[src/rtl/adc_reader.sv]
// adc_reader: sequences an 8-bit parallel ADC through a write strobe, a wait for
// end-of-conversion, a read strobe and an idle gap. All outputs are registered.
// Optional feature: define ADC_AVG_EN to average every 4 captures before publishing.
`timescale 1ns / 1ps

module adc_reader #(
  parameter int unsigned WR_CYC  = 50,
  parameter int unsigned RD_CYC  = 30,
  parameter int unsigned GAP_CYC = 200,
  parameter int unsigned TMO_CYC = 1000
) (
  input  logic       clk,
  input  logic       rst,
  input  logic       start,
  input  logic       auto_en,
  input  logic       adc_intrn,
  input  logic [7:0] adc_d,
  output logic       adc_csn,
  output logic       adc_wrn,
  output logic       adc_rdn,
  output logic [7:0] sample,
  output logic       sample_valid,
  output logic       busy,
  output logic       timeout
);

  typedef enum logic [2:0] {StIdle, StConv, StWait, StRead, StGap} state_e;

  state_e      state_q;
  logic [15:0] cnt_q;
  logic [15:0] cnt_inc;
  logic        intrn_s1_q;
  logic        intrn_s2_q;

  // Counter saturates so it can never wrap within a long-lived state.
  assign cnt_inc = (cnt_q == 16'hFFFF) ? cnt_q : cnt_q + 16'd1;

`ifdef ADC_AVG_EN
  logic [9:0] sum_q;
  logic [1:0] acc_cnt_q;
  logic [9:0] sum_nxt;

  assign sum_nxt = sum_q + {2'b00, adc_d};
`endif

  // Two-flop synchronizer for the asynchronous end-of-conversion input; idles high.
  always_ff @(posedge clk or negedge rst) begin
    if (!rst) begin
      intrn_s1_q <= 1'b1;
      intrn_s2_q <= 1'b1;
    end else begin
      intrn_s1_q <= adc_intrn;
      intrn_s2_q <= intrn_s1_q;
    end
  end

  // Main sequencer: state, cycle counter, strobes and published sample.
  always_ff @(posedge clk or negedge rst) begin
    if (!rst) begin
      state_q      <= StIdle;
      cnt_q        <= 16'd0;
      adc_csn      <= 1'b1;
      adc_wrn      <= 1'b1;
      adc_rdn      <= 1'b1;
      sample       <= 8'h00;
      sample_valid <= 1'b0;
      busy         <= 1'b0;
      timeout      <= 1'b0;
`ifdef ADC_AVG_EN
      sum_q        <= 10'd0;
      acc_cnt_q    <= 2'd0;
`endif
    end else begin
      sample_valid <= 1'b0;
      timeout      <= 1'b0;
      cnt_q        <= cnt_inc;
      case (state_q)
        StIdle: begin
          cnt_q <= 16'd0;
          if (start || auto_en) begin
            state_q <= StConv;
            adc_csn <= 1'b0;
            adc_wrn <= 1'b0;
            busy    <= 1'b1;
          end
        end
        StConv: begin
          if (cnt_q == 16'(WR_CYC - 1)) begin
            state_q <= StWait;
            adc_wrn <= 1'b1;
            cnt_q   <= 16'd0;
          end
        end
        StWait: begin
          // A seen end-of-conversion wins over a coincident timeout.
          if (!intrn_s2_q) begin
            state_q <= StRead;
            adc_rdn <= 1'b0;
            cnt_q   <= 16'd0;
          end else if (cnt_q == 16'(TMO_CYC - 1)) begin
            state_q <= StGap;
            adc_csn <= 1'b1;
            timeout <= 1'b1;
            cnt_q   <= 16'd0;
`ifdef ADC_AVG_EN
            sum_q     <= 10'd0;
            acc_cnt_q <= 2'd0;
`endif
          end
        end
        StRead: begin
          // Capture on the last low cycle of the read strobe.
          if (cnt_q == 16'(RD_CYC - 1)) begin
            state_q <= StGap;
            adc_rdn <= 1'b1;
            adc_csn <= 1'b1;
            cnt_q   <= 16'd0;
`ifdef ADC_AVG_EN
            if (acc_cnt_q == 2'd3) begin
              sample       <= sum_nxt[9:2];
              sample_valid <= 1'b1;
              sum_q        <= 10'd0;
              acc_cnt_q    <= 2'd0;
            end else begin
              sum_q     <= sum_nxt;
              acc_cnt_q <= acc_cnt_q + 2'd1;
            end
`else
            sample       <= adc_d;
            sample_valid <= 1'b1;
`endif
          end
        end
        StGap: begin
          if (cnt_q == 16'(GAP_CYC - 1)) begin
            state_q <= StIdle;
            busy    <= 1'b0;
            cnt_q   <= 16'd0;
          end
        end
        default: begin
          state_q <= StIdle;
          adc_csn <= 1'b1;
          adc_wrn <= 1'b1;
          adc_rdn <= 1'b1;
          busy    <= 1'b0;
          cnt_q   <= 16'd0;
        end
      endcase
    end
  end

endmodule

[config.mk]
export PLATFORM = sky130hd
export DESIGN_NAME = adc_reader
export DESIGN_NICKNAME = d
export VERILOG_FILES = /design/src/rtl/adc_reader.sv
export SDC_FILE = /design/constraint.sdc
export NUM_CORES = 1
export LEC_CHECK = 0
export ABC_AREA = 1
export BUFFER_PORTS_ARGS = -buffer_cell sky130_fd_sc_hd__buf_4
export CORE_MARGIN = 8
export CORE_UTILIZATION = 51
export CTS_CLUSTER_SIZE = 24
export DETAILED_ROUTE_END_ITERATION = 10
export PLACE_DENSITY = 0.74
export SLEW_MARGIN = 25
export SYNTH_ARGS = -nofsm -noshare
export SYNTH_HDL_FRONTEND = slang
export SYNTH_SLANG_ARGS = --single-unit
export TNS_END_PERCENT = 5
[constraint.sdc]
create_clock -name clk -period 1.6 [get_ports clk]
set_clock_uncertainty 0.15 [all_clocks]
set_input_delay 0.08 -clock clk [delete_from_list [all_inputs] [get_ports clk]]
set_output_delay 0.08 -clock clk [all_outputs]
set_load 0.05 [all_outputs]
== Word level (Yosys, flattened, before mapping) ==
Cells that the tools add are included.

* Add/subtract/negate cells: 1
* Equality and inequality tests: 17
* Multiplexer cells: 31
* Bitwise gates (word level): 4
* Reduce and logical (&&, ||, !) cells: 12

{| class="wikitable"
|+ Operators by type and width
! cell !! count
|-
| 16-bit 2-to-1 mux || 6
|-
| 16-bit case mux with 4 select lines || 1
|-
| 3-bit 2-to-1 mux || 6
|-
| 16-bit by 1-bit adder with 16-bit output, second input constant || 1
|-
| 16-bit by 10-bit equality test with 1-bit output, second input constant || 1
|-
| 16-bit equality test, second input constant || 1
|-
| 16-bit by 5-bit equality test with 1-bit output, second input constant || 1
|-
| 16-bit by 6-bit equality test with 1-bit output, second input constant || 1
|-
| 16-bit by 8-bit equality test with 1-bit output, second input constant || 1
|-
| 3-bit case mux with 5 select lines || 1
|-
| 2-bit inequality test, second input constant || 7
|-
| 1-bit 2-to-1 mux || 13
|-
| 5-bit AND reduction || 2
|-
| 1-bit case mux with 3 select lines || 3
|-
| 3-bit AND reduction || 3
|-
| 3-bit OR reduction || 3
|-
| 3-bit by 2-bit equality test with 1-bit output, second input constant || 2
|-
| 1-bit inverter || 4
|-
| 1-bit case mux with 4 select lines || 1
|-
| 3-bit by 1-bit equality test with 1-bit output, second input constant || 1
|-
| 3-bit equality test, second input constant || 1
|-
| 3-bit logical NOT || 1
|-
| 3-bit inequality test, second input constant || 1
|-
| 2-bit AND reduction || 1
|-
| other kinds (2) || 2
|}

* Flip-flop bits (word level): 35
* Bits of input ports: 13
* Output and inout port bits: 14
* Logic and storage cells: 76

== Logic depth before layout (Yosys ltp) ==
* Depth in word-level cells: 5
* Gate-level depth with buffers: 11
* Mapped depth without buffers: 11

== Worst setup path after synthesis ==
Ideal clock, no wire load.

* Kind: flip-flop to flip-flop
* Start: register cnt_q[0]
* End: register cnt_q[11]
* Setup time: 120 ps
* Arrival time: 1433 ps
* Data required time: 1330 ps
* Setup slack: -103 ps
* Stages on the path, launching flop included: 12
* Buffers on the path: 1
* Period minus slack after synthesis: 1703 ps
* Cell sequence: dfrtp_1 ha_1 inv_1 nor2_2 nand2_2 nor2_4 nand3_2 buf_6 nand2_1 nand2_1 o21ai_0 nor2_1

* Longest elaborated chain between the ends: 5
* Elaborated cells on any way between the ends: 13

{| class="wikitable"
|+ RTL lines
! element !! RTL line !! RTL
|-
| from (decl) || 30 || <nowiki>logic [15:0] cnt_q;</nowiki>
|-
| from (signal assigned) || 76 || <nowiki>cnt_q <= cnt_inc;</nowiki>
|-
| 16-bit by 1-bit adder with 16-bit output or 16-bit equality test (tied branches) || 36 || <nowiki>assign cnt_inc = (cnt_q == 16'hFFFF) ? cnt_q : cnt_q + 16'd1;</nowiki>
|-
| 16-bit 2-to-1 mux || 36 ||
|-
| 16-bit 2-to-1 mux || 100 || <nowiki>end else if (cnt_q == 16'(TMO_CYC - 1)) begin</nowiki>
|-
| 16-bit 2-to-1 mux || 96 || <nowiki>if (!intrn_s2_q) begin</nowiki>
|-
| 16-bit case mux with 4 select lines (*) || 77 || <nowiki>case (state_q)</nowiki>
|}

Every way passes the cells marked *; elsewhere a longest branch is shown, timed or not.
A chain may end at the register's enable or synchronous reset.

== Worst setup path in the final report ==
* Start: register cnt_q[11]
* End: register cnt_q[14]

The elaborated chain is that of the path after synthesis.

==> results.txt <==
* Number of design rule violations left after detail routing: 0
- At the pin with the least slew margin, the transition time is approximately 0.44 ns.
- From synthesis to final layout, the design area changed by 48.0%.
- Share of the core filled with cells: 0.793
- Detail-routed via count per cell: 4.97
- The synthesized design contains 35 register bits.
- Data on the critical path is required at its endpoint by between 1.5 and 2 ns.
- Total count of hold-check failures in the final report: 0
- After detailed placement, the total cell area comes to about 0.0025 mm².
* List of most frequent post-synthesis cells: sky130_fd_sc_hd__nand2_1 (72), sky130_fd_sc_hd__nor2_1 (38), sky130_fd_sc_hd__dfrtp_1 (30)
* Pins over their slew limit: 0
- The run finished, with violations left.
- Counting flops with a built-in enable in the synthesized netlist gives 0.
- Area of the core region: approximately 0.0037 mm²
* WL/cell: 13.1 µm
- The longest clock path from root to sink contains 2 buffers.
- Final hold slack: between 0.1 and 0.15 ns
* Clock latency at the later pin of the worst-skew pair: between 0.2 and 0.3 ns
- Total number of vias: between 1500 and 2000
- In this run the register-to-register setup slack is -0.13 ns.
- Combined global-route utilization of all metal layers: 0.168
- F_max: roughly 580 MHz
* PwrDens: ~1200 mW/mm²
- Number of iterations in the first detailed-routing pass: 4
* Mapped cell area: about 0.0020 mm²
* Port Buffer Count: 26
- CTS root buffer: sky130_fd_sc_hd__clkbuf_8
* Reported leakage power: about 1.4 nW
- VDD sags by at most ~0.82 mV.
- Die width: between 70 and 80 µm
- Most repeated cell in the gate-level netlist after synthesis: sky130_fd_sc_hd__nand2_1
* Total of fill cells in the finished design: 225
- The internal portion of the total power is 0.00211 W.
- Io pins: 27
- Largest fanout of any net on the critical path: 8
* Clock power frac: 0.178
- The Yosys step of the flow raised 0 warnings.
- TritonCTS built the clock tree.
* Wire length of the first global-routing pass: between 8000 and 9000 µm
- The finished cells cover approximately 0.003 mm².
* Hold Crit Class: in -> async
- In the finished design, the share of the clock period the worst path needs comes to 1.08.
- In this run, the number of DRC markers left after iteration 0 of detailed routing was approximately 190.
- The initial utilization of the core area, before any placement, comes to 0.536.
- The number of antenna diodes in the final layout is 0.
* Post-detailed-route count of antenna-violating nets: 0
- Violated checks: negative setup slack
- Sequential element share of the synthesized area: 0.443
- Layout net count: 359
- The share of total power dissipated in sequential elements is 0.318.
- Among all flip-flop cells after synthesis, the most frequent one is sky130_fd_sc_hd__dfrtp_1.
- CTS clk-pin slew, worst paths: roughly 0.07 ns
- After floorplanning, the core was divided into 22 placement rows.
* Nets in the synthesized netlist: 274
- Maximum number of pins on one net before global-route repair: 36
- Syn Area/Cell: about 7.7 µm²
- Critical path class: reg -> reg
- The cell count after synthesis came out at 259.
* Main area contributors after synthesis: sky130_fd_sc_hd__dfrtp_1 (38%), sky130_fd_sc_hd__nand2_1 (14%), sky130_fd_sc_hd__nor2_1 (7.2%)
* Vias in the first global route: about 1900
- Number of non-filler instances in the completed layout: 393
* Portion of synthesized cell area occupied by the leading cell type: 0.377
- In this run the tightest slew margin relative to its limit is 0.706.
- Summed over all layers, the global routing overflow is 0.
* Kind of end point of the critical path: flip-flop
- Number of library cell types mapped by synthesis: 29
* Routed wire length: ~5100 µm
- In this run, CTS created clock tree buffers numbering 5.
- In this run, placement finished with an instance count of about 370.
- Setup slack of the critical path after layout: -0.133 ns
- Final setup violation count: 25
- The number of antenna violations at the first check in global routing was 0.
- Detailed placement ended at an HPWL of between 3000 and 4000 µm.
- In this run the vertical extent of the chip is 78.5 µm.
- Arrival time at the worst endpoint: 1.76 ns
- Fraction of layout cells with a size suffix above 1: 0.458
- Full die area: 0.00616 mm²
- Switching portion of total power: 0.417
- In this run the power spent charging and discharging nets is around 0.0015 W.
* Setup repair after global routing missed its margin: yes
- Counting I/O delays and the setup requirement, the final critical path takes ~1.7 ns.
- Final weighted congestion of routability-driven global placement: between 0.9 and 1
- The share of total power dissipated in combinational logic is 0.504.
- The clock net in this run drives a total of 35 sinks.
- Setup crit start kind: flip-flop
- The H-tree generated during clock tree synthesis spans 2 levels.
- For this run, asynchronously set or reset flops after synthesis account for 1.00.
- The tool flagged a number of max-cap violations equal to 0.
- sky130_fd_sc_hd__dfrtp_1 takes more of the synthesized area than any other cell.
## worst max-delay path: stages (launching register included)
cell                      delay [ns]
sky130_fd_sc_hd__dfrtp_1        0.39
sky130_fd_sc_hd__nor2_2         0.16
sky130_fd_sc_hd__buf_4          0.13
sky130_fd_sc_hd__nand2_2        0.05
sky130_fd_sc_hd__nor2_2         0.13
sky130_fd_sc_hd__nand2_2        0.07
sky130_fd_sc_hd__nand2_2        0.08
sky130_fd_sc_hd__nand2_4        0.07
sky130_fd_sc_hd__nor2_8         0.18
sky130_fd_sc_hd__buf_12         0.16
sky130_fd_sc_hd__a21oi_2        0.04
## power groups by stage
stage / combinational (W) / clock (W) / sequential [W]
final: 0.00182 / 0.000643 / 0.00115
after CTS: 0.00169 / 0.000664 / 0.00113
after detailed placement: 0.00158 / 0 / 0.00114
after global placement: 0.00155 / 0 / 0.00113
after global routing: 0.00197 / 0.000694 / 0.00117
after floorplan: 0.000846 / 0 / 0.00133
## timing repair
item | in CTS | in global routing
hold buffers | 10 | 0
hold endpoints to repair | 44 | 0
gates resized for setup | 30 | 36
buffers inserted | 3 | 1
pin swaps | 6 | 14
setup endpoints to repair | 27 | 32
## worst paths after layout
path,from,to,cells after the start
setup / recovery,cnt_q[11],cnt_q[14],10
hold / removal,rst,cnt_q[13],2
setup reg to reg,cnt_q[11],cnt_q[14],10
hold reg to reg,intrn_s1_q,intrn_s2_q,0
max in group asynchronous,rst,adc_wrn,2
min in group clk,start,state_q[1],5
## state kept, by name, indices dropped and copies added, names as in the netlist
| name | count |
|---|---|
| intrn_s1_q | 1 |
| cnt_q | 16 |
| adc_rdn | 1 |
| intrn_s2_q | 1 |
| sample | 8 |
| adc_csn | 1 |
| timeout | 1 |
| busy | 1 |
| adc_wrn | 1 |
| state_q | 3 |
| sample_valid | 1 |
## logic make-up (layout without fill, tap and decap cells)
logic type | after synthesis | count (layout) | share of synthesized area
AND/OR/NAND/NOR | 155 | 155 | 0.374
buffers and inverters | 35 | 121 | 0.0779
XOR/XNOR | 2 | 2 | 0.00880
adder cells (fa/ha/maj) | 2 | 2 | 0.0126
flip-flops | 35 | 35 | 0.443
AO/OA/AOI/OAI | 30 | 30 | 0.0842
## metrics by stage
stage | power [W] | TNS, ns | setup WS [ns]
after floorplan | 0.00217 | -1.09 | -0.0898
after global placement | 0.00268 | -2.23 | -0.137
after detailed placement | 0.00272 | -2.44 | -0.142
after CTS | 0.00348 | -2.82 | -0.144
after global routing | 0.00384 | -4.28 | -0.206
final | 0.00362 | -1.99 | -0.133
## cell usage in the layout (no fill, tap or decap), types with 2 or more instances in the layout
master,n
sky130_fd_sc_hd__nand2_4,4
sky130_fd_sc_hd__nor2_1,31
sky130_fd_sc_hd__nor3_2,4
sky130_fd_sc_hd__nor3_1,3
sky130_fd_sc_hd__dlygate4sd3_1,10
sky130_fd_sc_hd__nand3_1,7
sky130_fd_sc_hd__dfrtp_1,27
sky130_fd_sc_hd__buf_4,63
sky130_fd_sc_hd__a21oi_2,3
sky130_fd_sc_hd__inv_2,7
sky130_fd_sc_hd__a21oi_1,5
sky130_fd_sc_hd__inv_1,26
sky130_fd_sc_hd__buf_6,6
sky130_fd_sc_hd__nand2_1,61
sky130_fd_sc_hd__ha_4,2
sky130_fd_sc_hd__or2_1,2
sky130_fd_sc_hd__dfrtp_2,3
sky130_fd_sc_hd__clkbuf_8,5
sky130_fd_sc_hd__nor2_4,8
sky130_fd_sc_hd__o21ai_2,10
sky130_fd_sc_hd__dfstp_2,5
sky130_fd_sc_hd__o21ai_0,2
sky130_fd_sc_hd__nand2_2,16
sky130_fd_sc_hd__o21ai_1,7
sky130_fd_sc_hd__nor2_2,11
sky130_fd_sc_hd__nand3_2,4
sky130_fd_sc_hd__clkinvlp_4,2
## area by class of cell
type / instances / area, µm² / share of cell area
inverters: 33 / 124 / 0.0420
multi-input cells: 189 / 1130 / 0.383
flip-flops and latches: 35 / 886 / 0.301
clock inverters: 3 / 20.0 / 0.00679
repair buffers: 80 / 661 / 0.224
clock buffers: 5 / 68.8 / 0.0233
well taps: 48 / 60.1 / 0.0204
## layer usage
metal  GRT usage  up-vias  wire length [µm]
met3      0.0444       13               229
met5           0        -                 0
met2       0.276       50              2610
met4      0.0833        0               131
li1            -      977                 -
met1       0.198      912              2170
Note: power is estimated with default switching activity, not from simulation.
